### config.mk
export PLATFORM = sky130hd
export DESIGN_NAME = spi_bus_arbiter
export DESIGN_NICKNAME = d
export VERILOG_FILES = /design/src/rtl/spi_arb_pkg.sv /design/src/rtl/spi_bus_mux.sv /design/src/rtl/spi_bus_arbiter.sv
export SDC_FILE = /design/constraint.sdc
export NUM_CORES = 1
export LEC_CHECK = 0
export BUFFER_PORTS_ARGS = -buffer_cell sky130_fd_sc_hd__buf_2
export CAP_MARGIN = 15
export CELL_PAD_IN_SITES_DETAIL_PLACEMENT = 0
export CELL_PAD_IN_SITES_GLOBAL_PLACEMENT = 2
export CORE_UTILIZATION = 25
export CTS_BUF_LIST = sky130_fd_sc_hd__clkbuf_16
export DETAILED_ROUTE_END_ITERATION = 7
export PLACE_DENSITY_LB_ADDON = 0.1
export SLEW_MARGIN = 0
export SYNTH_ARGS = -nofsm -noshare
export SYNTH_HDL_FRONTEND = slang
export SYNTH_HIERARCHICAL = 1
export SYNTH_SLANG_ARGS = --single-unit
### constraint.sdc
create_clock -name clk -period 2.8 [get_ports clk]
set_clock_uncertainty 0.1 [all_clocks]
set_input_delay 0.56 -clock clk [delete_from_list [all_inputs] [get_ports clk]]
set_output_delay 0.56 -clock clk [all_outputs]
set_load 0.01 [all_outputs]
### src/rtl/spi_arb_pkg.sv
// Shared types and idle levels for the SPI bus arbiter: FSM states, owner
// encoding and the SPI mode-0 idle pin levels.
package spi_arb_pkg;

    typedef enum logic [1:0] {
        IDLE   = 2'd0,
        MEM    = 2'd1,
        PERIPH = 2'd2,
        GUARD  = 2'd3
    } state_t;

    typedef enum logic [1:0] {
        OWN_NONE   = 2'd0,
        OWN_MEM    = 2'd1,
        OWN_PERIPH = 2'd2
    } owner_t;

    localparam logic [7:0] CS_IDLE   = 8'hFF;
    localparam logic       SCLK_IDLE = 1'b0;
    localparam logic       MOSI_IDLE = 1'b0;

    function automatic owner_t owner_of(input state_t s);
        case (s)
            MEM:     return OWN_MEM;
            PERIPH:  return OWN_PERIPH;
            default: return OWN_NONE;
        endcase
    endfunction

endpackage

### src/rtl/spi_bus_mux.sv
// Combinational owner-to-pins select. Only the owner's SPI drive reaches the
// pads; the non-owner's chip-select field is forced inactive.
module spi_bus_mux
    import spi_arb_pkg::*;
(
    input  owner_t      owner,
    input  logic        mem_sclk,
    input  logic        mem_mosi,
    input  logic [1:0]  mem_cs_n,
    input  logic        periph_sclk,
    input  logic        periph_mosi,
    input  logic [5:0]  periph_cs_n,
    output logic        bus_sclk,
    output logic        bus_mosi,
    output logic [7:0]  bus_cs_n
);

    always_comb begin
        bus_sclk = SCLK_IDLE;
        bus_mosi = MOSI_IDLE;
        bus_cs_n = CS_IDLE;
        case (owner)
            OWN_MEM: begin
                bus_sclk = mem_sclk;
                bus_mosi = mem_mosi;
                bus_cs_n = {6'h3F, mem_cs_n};
            end
            OWN_PERIPH: begin
                bus_sclk = periph_sclk;
                bus_mosi = periph_mosi;
                bus_cs_n = {periph_cs_n, 2'b11};
            end
            default: ;
        endcase
    end

endmodule

### src/rtl/spi_bus_arbiter.sv
// Transaction-granular arbiter for the shared SPI pins: memory priority,
// bounded peripheral starvation, guard gap after every release, sticky CS flag.
module spi_bus_arbiter
    import spi_arb_pkg::*;
#(
    parameter int GUARD_CYCLES = 2,
    parameter int STARVE_LIMIT = 4
) (
    input  logic        clk,
    input  logic        rst_n,
    input  logic        mem_req,
    input  logic        mem_done,
    output logic        mem_gnt,
    input  logic        mem_sclk,
    input  logic        mem_mosi,
    input  logic [1:0]  mem_cs_n,
    input  logic        periph_req,
    input  logic        periph_done,
    output logic        periph_gnt,
    input  logic        periph_sclk,
    input  logic        periph_mosi,
    input  logic [5:0]  periph_cs_n,
    output logic        bus_sclk,
    output logic        bus_mosi,
    output logic [7:0]  bus_cs_n,
    output logic [1:0]  owner,
    output logic        cs_err,
    output state_t      state,
    output logic [$clog2(STARVE_LIMIT + 1)-1:0] starve_cnt
);

    localparam int SW = $clog2(STARVE_LIMIT + 1);
    localparam int GW = (GUARD_CYCLES > 1) ? $clog2(GUARD_CYCLES) : 1;
    localparam logic [SW-1:0] STARVE_MAX = SW'(STARVE_LIMIT);
    localparam logic [GW-1:0] GUARD_LAST = (GUARD_CYCLES > 0) ? GW'(GUARD_CYCLES - 1) : '0;
    localparam state_t        RELEASE_ST = (GUARD_CYCLES == 0) ? IDLE : GUARD;

    // Handshake: an engine raises req and holds it; the grant stays until the
    // owner pulses done or drops req, after which the bus always passes through release.

    // Reset asserts asynchronously and releases on a clock edge.
    logic [1:0] rst_sync;
    logic       rst_int_n;

    always_ff @(posedge clk or negedge rst_n) begin
        if (!rst_n) rst_sync <= 2'b00;
        else        rst_sync <= {rst_sync[0], 1'b1};
    end
    assign rst_int_n = rst_sync[1];

    state_t          state_q, state_d;
    owner_t          owner_q;
    logic [SW-1:0]   starve_q, starve_d;
    logic [GW-1:0]   guard_q, guard_d;
    logic            cs_err_q, cs_err_d;
    logic            mem_gnt_q, periph_gnt_q;

    always_ff @(posedge clk or negedge rst_int_n) begin
        if (!rst_int_n) begin
            state_q      <= IDLE;
            owner_q      <= OWN_NONE;
            mem_gnt_q    <= 1'b0;
            periph_gnt_q <= 1'b0;
            starve_q     <= '0;
            guard_q      <= '0;
            cs_err_q     <= 1'b0;
        end else begin
            state_q      <= state_d;
            owner_q      <= owner_of(state_d);
            mem_gnt_q    <= (state_d == MEM);
            periph_gnt_q <= (state_d == PERIPH);
            starve_q     <= starve_d;
            guard_q      <= guard_d;
            cs_err_q     <= cs_err_d;
        end
    end

    always_comb begin
        state_d  = state_q;
        starve_d = starve_q;
        guard_d  = guard_q;
        case (state_q)
            IDLE: begin
                if (periph_req && (!mem_req || starve_q == STARVE_MAX)) begin
                    state_d  = PERIPH;
                    starve_d = '0;
                end else if (mem_req) begin
                    state_d = MEM;
                    if (periph_req && starve_q != STARVE_MAX) starve_d = starve_q + 1'b1;
                end
            end
            MEM: begin
                guard_d = '0;
                if (mem_done || !mem_req) state_d = RELEASE_ST;
            end
            PERIPH: begin
                guard_d = '0;
                if (periph_done || !periph_req) state_d = RELEASE_ST;
            end
            GUARD: begin
                if (guard_q == GUARD_LAST) state_d = IDLE;
                else                       guard_d = guard_q + 1'b1;
            end
            default: state_d = IDLE;
        endcase
    end

    // A chip select low from any engine that does not currently own the bus.
    always_comb begin
        cs_err_d = cs_err_q
                 | ((owner_q != OWN_MEM)    && !(&mem_cs_n))
                 | ((owner_q != OWN_PERIPH) && !(&periph_cs_n));
    end

    spi_bus_mux u_mux (
        .owner       (owner_q),
        .mem_sclk    (mem_sclk),
        .mem_mosi    (mem_mosi),
        .mem_cs_n    (mem_cs_n),
        .periph_sclk (periph_sclk),
        .periph_mosi (periph_mosi),
        .periph_cs_n (periph_cs_n),
        .bus_sclk    (bus_sclk),
        .bus_mosi    (bus_mosi),
        .bus_cs_n    (bus_cs_n)
    );

    assign mem_gnt    = mem_gnt_q;
    assign periph_gnt = periph_gnt_q;
    assign owner      = owner_q;
    assign cs_err     = cs_err_q;
    assign state      = state_q;
    assign starve_cnt = starve_q;

endmodule

# After elaboration in Yosys (flattened, before gate mapping)
# Cells that the tools add are included.
[classes]
n_addsub = 2
eq_ne = 11
muxes = 15
n_bitwise = 2
reduce_logical = 19
[ops]
columns = ["op", "count"]
rows = [
  ["one-hot mux 8 bit (2 select lines)", 1],
  ["two-way mux 2 bit", 5],
  ["two-way mux 3 bit", 3],
  ["== test 2 bit (second input constant)", 4],
  ["one-hot mux 2 bit (4 select lines)", 1],
  ["== test 2 x 1 -> 1 bit (second input constant)", 3],
  ["one-hot mux 1 bit (2 select lines)", 3],
  ["AND reduction 6 bit", 1],
  ["nonzero test 2 bit", 3],
  ["logical AND 1 bit", 4],
  ["zero test 1 bit", 4],
  ["one-hot mux 2 bit (2 select lines)", 1],
  ["adder 3 x 1 -> 3 bit (second input constant)", 1],
  ["== test 3 bit (second input constant)", 1],
  ["logical OR 1 bit", 3],
  ["!= test 3 bit (second input constant)", 1],
  ["AND reduction 3 bit", 1],
  ["zero test 2 bit", 1],
  ["!= test 2 x 1 -> 1 bit (second input constant)", 1],
  ["!= test 2 bit (second input constant)", 1],
  ["bitwise OR 1 bit", 2],
  ["AND reduction 2 bit", 1],
  ["OR reduction 2 bit", 1],
  ["adder 1 bit (second input constant)", 1],
  ["two-way mux 1 bit", 1],
]
[word_totals]
regBits = 13
inputBits = 18
output_inout_bits = 20
elab_cells = 57

# Depth between registers and ports, before layout
# Gate-level depths: netlist of run 1.
[logic_depth]
depth_word = 7
mapped_depth = 5
ltp_nobuf = 5

# Hierarchy
# The synthesis of run 1 kept the hierarchy.
[by_module_without_submodules]
columns = ["module", "instances", "cells_each", "area_per_inst_um2", "seq_area_each_um2"]
rows = [
  ["spi_bus_arbiter", 1, 53, 539.3, 275.3],
  ["spi_bus_mux", 1, 25, 153.9, 0.0],
]

# Worst setup path before layout of run 1
# OpenSTA, ideal clock, no wires.
[synth_path]
path_kind = "register -> output"
start = "register owner_q[0], in the netlist owner[0]"
end = "output bus_cs_n[0]"
arrival_time_ps = 1192
required_time_ps = 2140
slack_ps = 948
stages_incl_launch_ff = 4
n_path_buf = 0
cell_sequence = "dfrtp_1 > inv_1 > ha_1 > a211o_1"
[synth_via]
elab_chain_len = 2
word_cells_on_any_way = 3
classes_between = "2 x eq/ne; 1 x mux"
[synth_lines]
columns = ["item", "line_no", "text"]
rows = [
  ["start: declaration", "spi_bus_arbiter.sv:52", "owner_t owner_q;"],
  ["start signal: assignment", "spi_bus_arbiter.sv:69", "owner_q <= owner_of(state_d);"],
  ["== test 2 bit / == test 2 x 1 -> 1 bit (equally long branches)", "spi_bus_mux.sv:22", "case (owner)"],
  ["one-hot mux 8 bit (2 select lines) (*)", "spi_bus_mux.sv:22", ""],
  ["end: declaration", "spi_bus_arbiter.sv:25", "output logic [7:0] bus_cs_n,"],
]
# Mark *: on every way between the ends. The rest lies on a longest branch, timed or not.

# Worst setup path after layout of run 1
[layout_path]
start = "register owner_q[0], in the netlist owner[0]"
end = "output bus_cs_n[6]"
# The elaborated chain is that of the path after synthesis.

==> results of run 1 <==
==> cells by family (layout without fill, tap and decap cells) <==
logic type	count (synthesis)	in the layout	share of synthesized area, %
and+or+nand+nor	35	35	24.55
adders and majority gates	6	6	10.83
other	1	1	0.5410
DFF	11	11	39.71
muxes	1	1	1.444
buffers and inverters	8	47	5.414
AOI/OAI and AO/OA	16	16	17.51
==> worst paths after layout <==
path                          startpoint          end  slack (ns)  cells after the start
setup / recovery                owner[0]  bus_cs_n[6]        0.57                      5
hold / removal                     rst_n  rst_sync[0]       0.005                      1
setup reg to reg           starve_cnt[0]     state[1]        1.24                      5
hold reg to reg              rst_sync[1]     owner[1]        0.05                      0
max in group asynchronous    rst_sync[1]       cs_err        2.28                      0
min in group clk             rst_sync[0]  rst_sync[1]        0.25                      0
==> cell type report <==
type	count	area share, %
Timing Repair Buffer	37	18.90
Tap cell	30	3.831
Clock inverter	1	0.3831
Multi-Input combinational cell	59	38.83
Clock buffer	3	7.663
Inverter	6	2.299
Sequential cell	11	28.10
==> metrics by stage <==
stage           power, W  hold slack (ns)  cells
2_1_floorplan  0.0006492         0.007785     78
3_3_place_gp   0.0008477          0.06111    143
3_5_place_dp   0.0008451          0.06770    143
4_1_cts         0.001102         0.003097    147
5_1_grt         0.001187         0.003797    147
6_report        0.001087         0.004890    147
==> registers in the layout, summed over array words and instances (netlist names) <==
signal	flops
owner	2
guard_q	1
rst_sync	2
state	2
cs_err	1
starve_cnt	3
==> power by group through the flow <==
stage,Sequential (W),Combinational (W),Clock (W)
floorplan,0.000297,0.000353,0
global placement,0.000288,0.000560,0
detailed placement,0.000290,0.000555,0
CTS,0.000290,0.000558,0.000255
global route,0.000302,0.000620,0.000265
finish,0.000287,0.000550,0.000250
==> synth_stat cells (all sizes together) (2+ instances only) <==
cell	count	share of area (%)
a211o	2	2.5
o21ai	2	1.4
nor2	4	3.2
a22oi	2	2.2
dfrtp	11	40
inv	6	3.2
ha	6	11
buf	2	2.2
nand2	18	9.7
a211oi	2	2.2
nor3b	2	2.2
nand2b	2	1.8
a21boi	3	3.8
nand3	5	3.6
==> per-layer routing <==
metal,vias up,part of all wire [%]
met3,2,9.1
met1,300,46
met4,0,1.1
met5,-,0
met2,30,43
li1,341,-
==> worst reg2reg max path, stage by stage, from the launching register on <==
cell and delay (ns):
dfrtp_1 0.36, inv_1 0.08, ha_1 0.23, a21boi_2 0.23, o32ai_1 0.15, or2_2 0.29
==> out/metrics.yaml, run 1 <==
synth-seq-area-share_pct: 39.71
dp_hpwl_um: 1212
layout_common_cells: "buf_2, nand2_1, dfrtp_1"
power_density_nw_per_um2: 1110
io_buffers: 37
clkLatencyLatePin_ns: 0.23
yosys_warnings: 6
ys_seq_elements: 11
via_count: 673
crit_slowest_cell: "dfrtp_1"
synth-edff-count: 0
top_usage_layer: "met2"
dr.pass1.iters: 4
grt_pass1_wl_um: 2256
slowest_delay_ns: 0.45
placedInstanceArea_um2: 900.9
crit_required_ns: 2.14
combPwrFrac_pct: 50.6
fin_crit_sh_pct: 79.58
post_cts_resized: 0
cp_cell_sequence: "inv_1 -> ha_1 -> nor2_4 -> nand2_1 -> buf_2"
final_common_cell: "buf_2"
floorplan.initialDensity_pct: 27.24
synthFlopType: "dfrtp_1"
htreeDepth: 1
antenna_cells: 0
ctsHoldBuffers: 0
finalInstanceArea_um2: 979.7
die_h_um: 54.66
grt-ovfl-total: 0
rsz0062_at_grt: "no"
drt-total-wl_um: 1506
area_delta_synth_final_pct: 41.34
avgViaCountPerCell: 4.578
hold_viol: 0
regArea_um2: 275.3
critPathCaptureType: "primary output"
synth_fp_nets: 102
seqPwrFrac_pct: 26.4
syn_area_um2: 693.2
p_clk_share_pct: 23.0
multi_input_area_um2: 380.4
cp_num_buf_inv: 2
cp_max_fo: 7
dieArea_um2: 2987
grtUsageMet2_pct: 16.87
root_buffer: "clkbuf_16"
grt_util_met1_pct: 13.09
core_um2: 2545
fin_nets: 142
outcome: "completed"
clock_sinks: 11
cts_tree: "done"
ir_drop_uv: 504.4
post-cts-setup-buffer-count: 0
drv_cap: 0
drive_gt1_share_pct: 36.75
syn_inst: 78
fill_cells: 289
worstPathArrival_ns: 1.57
setup_tns_ns: 0
gr-usage-met3_pct: 2.500
critPathTopFamily: "flip-flops"
route.detailed.drc: 0
grt_start_max_net_pins: 10
holdCritPathClass: "in -> async"
clock_path_buffers: 2
antenna_left: 0
num_io_pins: 38
drv_slew: 0
fmax_ghz: 0.4488
fp.dieW_um: 54.66
cts_made_buffers: 3
worst_setup_path_start_kind: "flip-flop"
clk_transition_reported_paths_ns: 0.04
syn_avg_cell_area_um2: 8.887
p_switching_w: 0.0004413
fin_util_pct: 38.50
initialDrtViolationCount: 12
yosys.cell_types.count: 27
grt_usage_pct: 10.89
wl_per_cell_um: 10.24
setup_viol: 0
gp_congestion: 0.7364
finalWorstSetupSlack_ns: 0.5718
worstSetupPathType: "reg -> out"
p_leak_nw: 0.5014
final.min_clock_period_ns: 2.228
antenna_found_initial: 0
async_flop_share_pct: 100.0
dp_slack_ns: 0.8177
swShare_pct: 40.58
power.internal_w: 0.0006462
rows: 18
grt_pass1_vias: 555
Note: power is estimated with default switching activity, not from simulation.
==> run 2: changes to the inputs <==
--- a/config.mk
+++ b/config.mk
@@ -9,7 +9,7 @@
 export CAP_MARGIN = 15
 export CELL_PAD_IN_SITES_DETAIL_PLACEMENT = 0
 export CELL_PAD_IN_SITES_GLOBAL_PLACEMENT = 2
-export CORE_UTILIZATION = 25
+export CORE_UTILIZATION = 23
 export CTS_BUF_LIST = sky130_fd_sc_hd__clkbuf_16
 export DETAILED_ROUTE_END_ITERATION = 7
 export PLACE_DENSITY_LB_ADDON = 0.1
==> constraint.sdc (replaced) <==
create_clock -name clk -period 2.14 [get_ports clk]
set_clock_uncertainty 0.1 [all_clocks]
set_input_delay 0.428 -clock clk [delete_from_list [all_inputs] [get_ports clk]]
set_output_delay 0.428 -clock clk [all_outputs]
set_load 0.01 [all_outputs]
==> run 2 against run 1 <==
  * The flow now finishes with violations (DRC)
  * Clock power increased by 33%
  * Routed wire length increased by 7.2%
  * Worst hold slack improved by 0.045 ns
  * Die area increased by 8.4%
  * Sequential share of layout area decreased by 0.23 points
  * Non-clock buffer count increased by 1
  * Combinational power increased by 33%
  * Critical path depth unchanged
  * Worst setup slack got worse by 0.47 ns
  * Highest routed layer unchanged
==> out/metrics.yaml, run 2 (same netlist as run 1, synthesis figures left out) <==
crit_slowest_cell: "dfrtp_2"
rows: 19
cp_cell_sequence: "inv_1 -> ha_1 -> nor2_4 -> nand2_1 -> buf_2"
fill_cells: 305
drv_slew: 0
slowest_delay_ns: 0.41
dr.pass1.iters: 6
clkLatencyLatePin_ns: 0.24
outcome: "complete, but fails checks"
grt-ovfl-total: 0
placedInstanceArea_um2: 902.1
grt_start_max_net_pins: 10
crit_required_ns: 1.61
grt_pass1_vias: 630
dieArea_um2: 3237
final.min_clock_period_ns: 2.034
reg2regPathDepth: 5
worstSetupPathType: "reg -> out"
worst_setup_path_start_kind: "flip-flop"
setup_tns_ns: 0
rsz0062_at_grt: "no"
hold_viol: 0
die_h_um: 56.90
failed_checks: "DRC"
core_um2: 2805
holdCritPathClass: "reg -> async"
num_io_pins: 38
post-cts-setup-buffer-count: 0
gp_congestion: 0.6926
clock_sinks: 11
grt_pass1_wl_um: 2704
power_density_nw_per_um2: 1454
fp.dieW_um: 56.90
antenna_cells: 0
via_count: 687
drt-total-wl_um: 1615
setup_viol: 0
antenna_found_initial: 0
worstPathArrival_ns: 1.51
io_buffers: 37
htreeDepth: 1
ir_drop_uv: 458.8
grt_usage_pct: 11.03
drive_gt1_share_pct: 37.29
drv_cap: 0
fmax_ghz: 0.4916
critPathCaptureType: "primary output"
regArea_um2: 276.5
final_common_cell: "buf_2"
antenna_left: 0
finalInstanceArea_um2: 992.2
dp_hpwl_um: 1284
fin_crit_sh_pct: 95.05
p_leak_nw: 0.5043
cp_max_fo: 7
floorplan.initialDensity_pct: 24.71
clock_path_buffers: 2
power_w: 0.001443
clk_transition_reported_paths_ns: 0.04
worst_pin_slew_ns: 0.5143
initialDrtViolationCount: 32
wl_per_cell_um: 10.84
max_slew_margin_pct: 65.64
cts_tree: "done"
layout_common_cells: "buf_2, nand2_1, dfrtp_1"
largest_register_ffs: 3
avgViaCountPerCell: 4.611
route.detailed.drc: 8
fin_nets: 143
area_delta_synth_final_pct: 43.14
fin_util_pct: 35.37
multi_input_area_um2: 380.4
cts_made_buffers: 3
root_buffer: "clkbuf_16"
run 2: changes by cell type in the layout (fill, tap and decap cells not counted):
cell / change
dfrtp_1: -1
dfrtp_2: +1
dlygate4sd3_1: +1
run 2: power by group:
group	total, W	switching (W)	internal, W
clock	0.000333	0.0000880	0.000245
combinational	0.000729	0.000406	0.000323
sequential	0.000381	0.0000993	0.000282
run 2: cell type report:
type,instances,share of cell area [%]
Clock buffer,3,7.566
Sequential cell,11,27.87
Inverter,6,2.270
Tap cell,31,3.909
Multi-Input combinational cell,59,38.34
Timing Repair Buffer,38,19.67
Clock inverter,1,0.3783
run 2: final timing paths:
path,to,slack (ns),from
worst max-delay path,bus_cs_n[5],0.11,owner[0]
worst min-delay path,cs_err,0.05,rst_sync[1]
worst max register to register,state[1],0.56,starve_cnt[0]
worst min register to register,cs_err,0.05,rst_sync[1]
max in group asynchronous,rst_sync[0],1.44,rst_n
min in group clk,rst_sync[1],0.25,rst_sync[0]
run 2: repair_timing:
action | in CTS | in global routing
hold buffers | 1 | 0
setup endpoints to repair | 0 | 7
resized for setup | 0 | 1
endpoints found under the hold margin | 2 | 0
run 2: per-layer routing:
layer,track usage (%),part of all wire [%],up-vias
met5,0,0,-
met4,7.317,1.3,0
met2,18.15,48,22
met1,12.93,45,318
li1,-,-,345
met3,2.074,5.0,2
run 2: critical path: cells and delay by family (launching register included):
kind	cells	cell delay [ns]
adder cells (fa/ha/maj)	1	0.38
buffers and inverters	2	0.21
flip-flops	1	0.41
AND/OR/NAND/NOR	2	0.27
run 2: per-stage QoR:
stage,instances,setup slack (ns),hold slack [ns]
5_1_grt,149,0.001100,0.09124
3_3_place_gp,144,0.3335,0.05832
2_1_floorplan,78,0.4198,0.007785
6_report,149,0.1059,0.05011
4_1_cts,149,0.03160,0.07140
3_5_place_dp,144,0.2845,0.06612
